===== src/rtl/star_row_mapper_if.sv =====
// Bundle between the scan FSM / pixel RAM side (master) and the row mapper (slave).
// Carries start pulse, seed coordinates, RAM read port and the mapping result.
interface star_row_mapper_if;
  logic       goMapRows;
  logic [2:0] xStart;
  logic [2:0] yStart;
  logic [2:0] pixVal;
  logic [5:0] rdAddr;
  logic [2:0] yTop;
  logic [2:0] yBottom;
  logic       topBottomFound;
  logic       busy;
`ifdef STAR_HEIGHT_EN
  logic [2:0] starHeight;

  modport master (
    output goMapRows, xStart, yStart, pixVal,
    input  rdAddr, yTop, yBottom,
    input  topBottomFound, busy, starHeight
  );

  modport slave (
    input  goMapRows, xStart, yStart, pixVal,
    output rdAddr, yTop, yBottom,
    output topBottomFound, busy, starHeight
  );
`else
  modport master (
    output goMapRows, xStart, yStart, pixVal,
    input  rdAddr, yTop, yBottom,
    input  topBottomFound, busy
  );

  modport slave (
    input  goMapRows, xStart, yStart, pixVal,
    output rdAddr, yTop, yBottom,
    output topBottomFound, busy
  );
`endif
endinterface


===== src/rtl/star_row_mapper.sv =====
// Star row mapper: from a lit seed pixel, walks up then down its column
// to find the contiguous lit span. Ports: clk, resetn (async, active-low),
// bus (slave): goMapRows/xStart/yStart in, rdAddr out / pixVal in (1-cycle
// RAM latency), yTop/yBottom/topBottomFound/busy out.
// Optional macro STAR_HEIGHT_EN adds bus.starHeight = yBottom-yTop+1.
module star_row_mapper #(
  parameter int THRESHOLD = 0,
  parameter int MAX_X     = 6,
  parameter int MAX_Y     = 6
) (
  input logic              clk,
  input logic              resetn,
  star_row_mapper_if.slave bus
);

  typedef enum logic [2:0] {
    IDLE, UP_RD, UP_CHK, DN_RD, DN_CHK, DONE
  } state_t;

  localparam logic [2:0] TH    = 3'(THRESHOLD);
  localparam logic [2:0] YLAST = 3'(MAX_Y - 1);
  localparam logic [3:0] XLIM  = 4'(MAX_X);
  localparam logic [3:0] YLIM  = 4'(MAX_Y);

  state_t     state, stateNext;
  logic [2:0] xLat, xNext;
  logic [2:0] yTop, yTopNext;
  logic [2:0] yBot, yBotNext;
  logic [2:0] decTop, incBot;
  logic [2:0] probeY;
  logic [5:0] rowAddr;
  logic       lit, badSeed, found;

  assign lit     = bus.pixVal > TH;
  assign decTop  = yTop - 3'd1;
  assign incBot  = yBot + 3'd1;
  assign badSeed = ({1'b0, bus.xStart} >= XLIM) ||
                   ({1'b0, bus.yStart} >= YLIM);

  // Going down from a bottom-edge row has nothing to probe.
  function automatic state_t downEntry(input logic [2:0] yb);
    return (yb == YLAST) ? DONE : DN_RD;
  endfunction

  always_ff @(posedge clk or negedge resetn) begin
    if (!resetn) begin
      state <= IDLE;
      xLat  <= '0;
      yTop  <= '0;
      yBot  <= '0;
    end else begin
      state <= stateNext;
      xLat  <= xNext;
      yTop  <= yTopNext;
      yBot  <= yBotNext;
    end
  end

  always_comb begin
    stateNext = state;
    xNext     = xLat;
    yTopNext  = yTop;
    yBotNext  = yBot;
    unique case (state)
      IDLE, DONE: begin
        if (bus.goMapRows) begin
          xNext    = bus.xStart;
          yTopNext = bus.yStart;
          yBotNext = bus.yStart;
          if (badSeed)
            stateNext = DONE;
          else if (bus.yStart == 3'd0)
            stateNext = downEntry(bus.yStart);
          else
            stateNext = UP_RD;
        end
      end
      UP_RD: stateNext = UP_CHK;
      UP_CHK: begin
        if (lit) begin
          yTopNext  = decTop;
          stateNext = (decTop != 3'd0) ? UP_RD
                                       : downEntry(yBot);
        end else begin
          stateNext = downEntry(yBot);
        end
      end
      DN_RD: stateNext = DN_CHK;
      DN_CHK: begin
        if (lit) begin
          yBotNext  = incBot;
          stateNext = (incBot < YLAST) ? DN_RD : DONE;
        end else begin
          stateNext = DONE;
        end
      end
      default: stateNext = IDLE;
    endcase
  end

  always_comb begin
    probeY = '0;
    unique case (1'b1)
      (state == UP_RD): probeY = decTop;
      (state == DN_RD): probeY = incBot;
      default:          probeY = '0;
    endcase
  end

  // y*6 + x as shift-and-add; max 5*6+5 = 35 fits 6 bits.
  assign rowAddr = {1'b0, probeY, 2'b00} +
                   {2'b00, probeY, 1'b0} +
                   {3'b000, xLat};

  assign found              = (state == DONE);
  assign bus.rdAddr         = (state == UP_RD || state == DN_RD)
                              ? rowAddr : '0;
  assign bus.yTop           = yTop;
  assign bus.yBottom        = yBot;
  assign bus.topBottomFound = found;
  assign bus.busy           = (state != IDLE) && (state != DONE);

`ifdef STAR_HEIGHT_EN
  assign bus.starHeight = found ? 3'(yBot - yTop + 3'd1) : 3'd0;
`endif

endmodule


===== src/flat_wrapper.sv =====
// flat-port wrapper written by rule: the top's interface ports become plain ports
module star_row_mapper_flat 
#(
  parameter int THRESHOLD = 0,
  parameter int MAX_X     = 6,
  parameter int MAX_Y     = 6
)
  (clk, resetn, bus_goMapRows, bus_xStart, bus_yStart, bus_pixVal, bus_rdAddr, bus_yTop, bus_yBottom, bus_topBottomFound, bus_busy);
  star_row_mapper_if bus_i ();
  input logic clk;
  input logic resetn;
  input wire logic [$bits(bus_i.goMapRows)-1:0] bus_goMapRows;
  input wire logic [$bits(bus_i.xStart)-1:0] bus_xStart;
  input wire logic [$bits(bus_i.yStart)-1:0] bus_yStart;
  input wire logic [$bits(bus_i.pixVal)-1:0] bus_pixVal;
  output wire logic [$bits(bus_i.rdAddr)-1:0] bus_rdAddr;
  output wire logic [$bits(bus_i.yTop)-1:0] bus_yTop;
  output wire logic [$bits(bus_i.yBottom)-1:0] bus_yBottom;
  output wire logic [$bits(bus_i.topBottomFound)-1:0] bus_topBottomFound;
  output wire logic [$bits(bus_i.busy)-1:0] bus_busy;
  assign bus_i.goMapRows = bus_goMapRows;
  assign bus_i.xStart = bus_xStart;
  assign bus_i.yStart = bus_yStart;
  assign bus_i.pixVal = bus_pixVal;
  assign bus_rdAddr = bus_i.rdAddr;
  assign bus_yTop = bus_i.yTop;
  assign bus_yBottom = bus_i.yBottom;
  assign bus_topBottomFound = bus_i.topBottomFound;
  assign bus_busy = bus_i.busy;
  star_row_mapper #(.THRESHOLD(THRESHOLD), .MAX_X(MAX_X), .MAX_Y(MAX_Y)) u_core (.clk(clk), .resetn(resetn), .bus(bus_i));
endmodule

===== config.mk =====
export PLATFORM = sky130hd
export DESIGN_NAME = star_row_mapper_flat
export DESIGN_NICKNAME = d
export VERILOG_FILES = /design/src/rtl/star_row_mapper_if.sv /design/src/rtl/star_row_mapper.sv /design/src/flat_wrapper.sv
export SDC_FILE = /design/constraint.sdc
export NUM_CORES = 1
export LEC_CHECK = 0
export ABC_AREA = 1
export BUFFER_PORTS_ARGS = -buffer_cell sky130_fd_sc_hd__buf_2
export CORE_UTILIZATION = 33
export CTS_CLUSTER_DIAMETER = 150
export DETAILED_ROUTE_END_ITERATION = 12
export PLACE_DENSITY_LB_ADDON = 0.08
export SLEW_MARGIN = 15
export SYNTH_ARGS = -nofsm -noshare
export SYNTH_HDL_FRONTEND = slang
export SYNTH_SLANG_ARGS = --single-unit

===== constraint.sdc =====
create_clock -name clk -period 6.7 [get_ports clk]
set_clock_uncertainty 0.2 [all_clocks]
set_input_delay 0.335 -clock clk [delete_from_list [all_inputs] [get_ports clk]]
set_output_delay 0.335 -clock clk [all_outputs]
set_load 0.02 [all_outputs]

==> out/results.ini, run 1 <==
[finish]
nets=204
final_area_um2=1280
antenna_cells=0
fillCellCount=346
syn2layout_area_growth_pct=19.9
drive_above_1_share_pct=24.6

[sta]
setup_viol=0
finalHoldViolations=0
fin_ws_ps=3210
holdWs_ps=107
worstMarginPinSlew_ps=311
drv_slew=0
period_needed_ps=3490
rsz0062_at_grt=false
tns_ps=0
fmaxAchievable_mhz=286
max-slew-margin-rel_pct=79.3
finalCritPeriodShare_pct=52.1

[floorplan]
pin_count=26
core_area_um2=3050
die_area_um2=3470
initial_core_util_pct=35.0
rows=20
die_width_um=58.9
die_h_um=58.9

[drt]
postRouteAntennaNets=0
viasPerCell=4.27
drt_iter0_drc=36
drc=0
firstDrtPassIters=4
vias=953
wl_per_cell_um=10.6
routed_wl_um=2370

[critical_path]
r2r-end=u_core.state[2]
cp_max_fo=5
end_kind=primary output
criticalPathCategory=flop to primary output
crit_arrival_ps=2960
start_kind=flop
regToRegSetupSlack_ps=5040
r2r-start=u_core.bus.yBottom[0]
startpoint=u_core.bus.yTop[0]
ff2ff_path_depth=8
cp.required_ps=6160

[cts]
cts_sinks=12
cts_tree=built
clk_pin_slew_ps=90
numCtsBuffers=3
cts_hold_buffers=1
root_buffer=clkbuf_4
clk_path_buf_depth=2
worstSkewPairLatency_ps=280
cts_resized=0
htreeDepth=1
post-cts-setup-buffers=0

[worst_hold_path]
whs_path_depth=3
min_path_type=input port to flop
whs_endpoint=u_core.xLat[1]
min_from=bus_xStart[1]

[run_status]
status=complete, no violations

[logic_synthesis]
synth_top_area_share_pct=28.1
synth_nets=173
syn_inst=150
netlist_area_um2=1070
synth.area.top_cells=dfrtp_1 (28%), nand2_1 (14%), ha_1 (11%), inv_1 (9.8%), o21ai_0 (4.7%)
yosysSeqAreaShare_pct=28.1
ys_ff_latch=12
synth_area_leader_cell=dfrtp_1
syn_avg_cell_area_um2=7.13
yosysUniqueCellTypes=21
yosysWarningCount=0

[global_routing]
grt_pass1_vias=930
grt_max_degree=13
grt_pass1_wl_um=4080
track_usage_pct=15.9
grt_overflow=0
antenna_found_initial=0

[placement]
io_buffers=25
dpl.hpwl_um=1950
dp_slack_ps=3470
place_congestion=0.781
place_area_um2=1250

[power_and_ir_drop]
p_leak_nw=0.731
power_mw=0.685
clockPowerShare_pct=6.9
p_switching_mw=0.383
netSwitchingFraction_pct=55.9
p_int_mw=0.302
p_per_area_nw_per_um2=534
comb_power_share_pct=72.8
vdd_drop_max_uv=155
p_seq_share_pct=20.3

[run]
maxCapViolations=0

[cell families after synthesis]
kind of cell	after synthesis	synth area share, %
compound gates	27	16.5
flops	12	28.1
simple gates	67	29.6
fa+ha+maj	11	14.3
buf+inv	33	11.6
[registers in the layout, indices dropped and copies added, names as in the netlist]
register,count
u_core.bus.yBottom,3
u_core.state,3
u_core.bus.yTop,3
u_core.xLat,3
[worst max-delay path: stages (launching register included)]
cell and delay (ps):
dfrtp_1 440, inv_1 80, ha_1 330, o22ai_2 190, inv_1 100, fa_1 520, inv_1 50, ha_1 210
fa_1 480, inv_1 40, nor2_1 80, buf_2 160
[metrics by stage]
stage | instances | utilization (%)
final | 223 | 42.0
after global routing | 223 | 42.0
after CTS | 223 | 42.0
after detailed placement | 219 | 40.9
after global placement | 219 | 40.9
after floorplan | 150 | -
[worst max-delay path by stage]
| stage | end | slack, ps | cells past startpoint |
|---|---|---|---|
| floorplan | bus_rdAddr[3] | 3470 | 10 |
| global placement | bus_rdAddr[4] | 3520 | 11 |
| detailed placement | bus_rdAddr[3] | 3470 | 11 |
| CTS | bus_rdAddr[3] | 3150 | 11 |
| global route | bus_rdAddr[4] | 3010 | 11 |
| finish | bus_rdAddr[3] | 3210 | 11 |
[routing by layer]
metal  vias up  routed length (um)  GRT usage, %
met5         -                   0             0
met4         0                  25          5.10
met3         4                  57          3.30
met2        17                1050          25.8
met1       407                1240          21.2
li1        525                   -             -
[cell usage after synthesis]
| cell type | instances |
|---|---|
| nand3_2 | 1 |
| o22ai_2 | 2 |
| dfrtp_1 | 12 |
| nand2_8 | 1 |
| o21ai_4 | 2 |
| o21ai_1 | 5 |
| nand3_4 | 1 |
| inv_1 | 28 |
| nor2_1 | 13 |
| nand2_1 | 40 |
| nand3_1 | 7 |
| o21ai_0 | 10 |
| o21ai_2 | 1 |
| fa_1 | 2 |
| inv_2 | 5 |
| nand2_4 | 1 |
| and2_1 | 1 |
| a21oi_1 | 7 |
| nor2_2 | 1 |
| nor2_4 | 1 |
| ha_1 | 9 |
[final cells by class]
| cell class | instances | area (um^2) | area share [%] |
|---|---|---|---|
| Timing Repair Buffer | 26 | 135 | 10.5 |
| Clock buffer | 3 | 22.5 | 1.76 |
| Sequential cell | 12 | 300 | 23.4 |
| Multi-Input combinational cell | 105 | 646 | 50.3 |
| Tap cell | 44 | 55.1 | 4.29 |
| Inverter | 33 | 124 | 9.66 |
[power by group through the flow]
stage	registers (mW)	logic, mW	clock network, mW
after floorplan	0.157	0.353	0
after global placement	0.140	0.490	0
after detailed placement	0.141	0.501	0
after CTS	0.140	0.506	0.0495
after global routing	0.144	0.570	0.0539
final	0.139	0.499	0.0475
[layout by cell type (no fill, tap or decap), types with 3 or more instances in the layout]
cell	n
a21oi_1	7
inv_1	28
buf_2	25
o21ai_1	5
dfrtp_1	12
o21ai_0	10
nand2_1	40
clkbuf_4	3
nor2_1	13
ha_1	9
inv_2	5
nand3_1	7
(Power assumes the default switching activity.)
==> run 2, diff against run 1 <==
clock period = 2.85 ns   (was 6.7 ns; I/O delays follow)
==> run 2 against run 1 <==
The flow now finishes with violations (negative setup slack). First-iteration DRC count shrank 36%. Critical path type unchanged. Sequential cell count is the same. Largest cell class unchanged. Largest power group unchanged. Register-to-register slack lost 4100 ps. Combinational power grew to 3.4 times the previous value. Total power grew to 3.1 times the previous value. Sequential power grew 120%. Critical path depth grew 2. Die area is the same. Critical endpoint unchanged.
==> out/results.ini, run 2 (synthesis results as in run 1) <==
[sta]
rsz0062_at_grt=true  ; was false
fmaxAchievable_mhz=325
holdWs_ps=12.0  ; was 107 ps
finalHoldViolations=0  ; unchanged
fin_ws_ps=-224  ; was 3210 ps
max-slew-margin-rel_pct=78.5  ; was 79.3%
period_needed_ps=3070
worstMarginPinSlew_ps=322  ; was 311 ps
drv_slew=0  ; unchanged
tns_ps=-399  ; was 0 ps
finalCritPeriodShare_pct=108
setup_viol=2  ; was 0

[critical_path]
critPathMaxStageDelay_ps=520  ; about the same
cp.required_ps=2510  ; was 6160 ps
cp_cell_sequence=nor2_4 -> inv_2 -> nor2_4 -> inv_2 -> o22ai_4 -> inv_2 -> fa_1 -> inv_1 -> ha_2 -> fa_2 -> inv_2 -> nor2_4 -> buf_6  ; was inv_1 -> ha_1 -> o22ai_2 -> inv_1 -> fa_1 -> inv_1 -> ha_1 -> fa_1 -> inv_1 -> nor2_1 -> buf_2
start_kind=flop  ; unchanged
cp_max_fo=3  ; was 5
criticalPathCategory=flop to primary output  ; unchanged
crit_buf_inv=6  ; was 5
cp_common_cell=inv_2  ; was inv_1
end_kind=primary output  ; unchanged
crit_arrival_ps=2730  ; was 2960 ps
cpMaxStageDelayCell=fa_2  ; was fa_1
cp_top_family=adder cells  ; unchanged

[drt]
routed_wl_um=2770  ; was 2370 um
drt_iter0_drc=23  ; was 36
postRouteAntennaNets=0  ; unchanged
wl_per_cell_um=11.2  ; was 10.6 um
viasPerCell=4.41  ; was 4.27
drc=0  ; unchanged
firstDrtPassIters=4  ; unchanged
vias=1093  ; was 953

[power_and_ir_drop]
p_switching_mw=1.07  ; was 0.383 mW
vdd_drop_max_uv=453  ; was 155 uV
p_int_mw=1.06  ; was 0.302 mW
p_leak_nw=0.851  ; was 0.731 nW
p_seq_share_pct=14.5  ; was 20.3%
power_mw=2.13  ; was 0.685 mW
netSwitchingFraction_pct=50.1  ; was 55.9%
p_per_area_nw_per_um2=1340  ; was 534 nW/um^2
comb_power_share_pct=79.9  ; was 72.8%
clockPowerShare_pct=5.7  ; was 6.9%

[finish]
drive_above_1_share_pct=39.2  ; was 24.6%
final_area_um2=1580  ; was 1280 um^2
nets=228  ; was 204
antenna_cells=0  ; unchanged
final_cells=248  ; was 223
final_common_cell=nand2_1  ; unchanged
mostFrequentLayoutCells=nand2_1 (38), inv_1 (24), buf_2 (21), buf_4 (21), nor2_1 (12)  ; was nand2_1 (40), inv_1 (28), buf_2 (25), nor2_1 (13), dfrtp_1 (12)
utilization_pct=51.9  ; was 42.0%
syn2layout_area_growth_pct=48.1  ; was 19.9%

[global_routing]
grt_pass1_wl_um=4680  ; was 4080 um
track_usage_pct=18.1  ; was 15.9%
antenna_found_initial=0  ; unchanged
grt_pass1_vias=1080  ; was 930
grt_max_degree=13  ; unchanged
grt_overflow=0  ; unchanged

[cts]
clk_pin_slew_ps=90  ; about the same
clk_path_buf_depth=2  ; unchanged
worstSkewPairLatency_ps=280  ; about the same
cts_sinks=12  ; unchanged
cts_tree=built  ; unchanged
root_buffer=clkbuf_4  ; unchanged
numCtsBuffers=3  ; unchanged
htreeDepth=1  ; unchanged

[placement]
place_area_um2=1380  ; was 1250 um^2
dp_slack_ps=-63.1  ; was 3470 ps
place_congestion=0.768  ; was 0.781
io_buffers=25  ; unchanged
place_inst=235  ; was 219
dpl.hpwl_um=2060  ; was 1950 um

[floorplan]
die_area_um2=3470  ; unchanged
pin_count=26  ; unchanged
initial_core_util_pct=35.0  ; unchanged
die_width_um=58.9  ; unchanged
die_h_um=58.9  ; unchanged
rows=20  ; unchanged
core_area_um2=3050  ; unchanged

[run_status]
violations=negative setup slack
status=complete, but fails checks  ; was complete, no violations

[worst_hold_path]
min_path_type=input port to flop  ; unchanged

[run]
maxCapViolations=0  ; unchanged

==> run 2: cell types whose count changed in the layout (fill, tap and decap cells not counted), sizes merged <==
| cell | before | now |
|---|---|---|
| buf | 25 | 45 |
| clkbuf | 3 | 4 |
| dlygate4sd3 | 1 | 5 |
==> run 2: power by group through the flow <==
stage	Sequential, mW	Combinational, mW	Clock [mW]
after global routing	0.319	1.88	0.134
final	0.308	1.70	0.121
after CTS	0.308	1.61	0.123
after detailed placement	0.301	1.41	0
after global placement	0.299	1.39	0
after floorplan	0.371	0.875	0
==> run 2: tightest hold or removal path, stage by stage <==
cell and delay (ps):
buf_2 100, nand2_1 50, o21ai_0 60, nand2_1 50, o21ai_1 60
==> run 2: layer usage <==
layer / vias to the layer above / track usage, % / share of wire [%]
met1: 499 / 22.7 / 47
met3: 4 / 2.86 / 2.4
met2: 16 / 30.5 / 49
met4: 0 / 8.16 / 1.4
met5: - / 0 / 0
li1: 574 / - / -
==> run 2: final cells by class <==
cell class	count	area, um^2
clock buffers	4	26.3
inverters	33	124
fillers	316	1470
repair buffers	50	355
multi-input cells	105	722
flip-flops and latches	12	302
well taps	44	55.1
==> run 2: path summary, 6_finish.rpt <==
kind                                      end             from  cells past startpoint  slack (ps)
max in group asynchronous     u_core.state[1]           resetn                      2        2110
min in group asynchronous  u_core.bus.yTop[1]           resetn                      2          80
setup / recovery                bus_rdAddr[3]  u_core.state[2]                     13        -220
hold / removal             u_core.bus.yTop[0]    bus_yStart[0]                      5          10
setup reg to reg               u_core.xLat[1]  u_core.state[2]                      7         970
hold reg to reg                u_core.xLat[1]   u_core.xLat[1]                      2         300
==> run 2: what timing repair did <==
item	CTS	global route
hold buffers	5	0
endpoints found under the setup margin	3	4
hold endpoints to repair	15	0
gates resized for setup	17	7
setup buffers	2	2
pin swaps	2	4
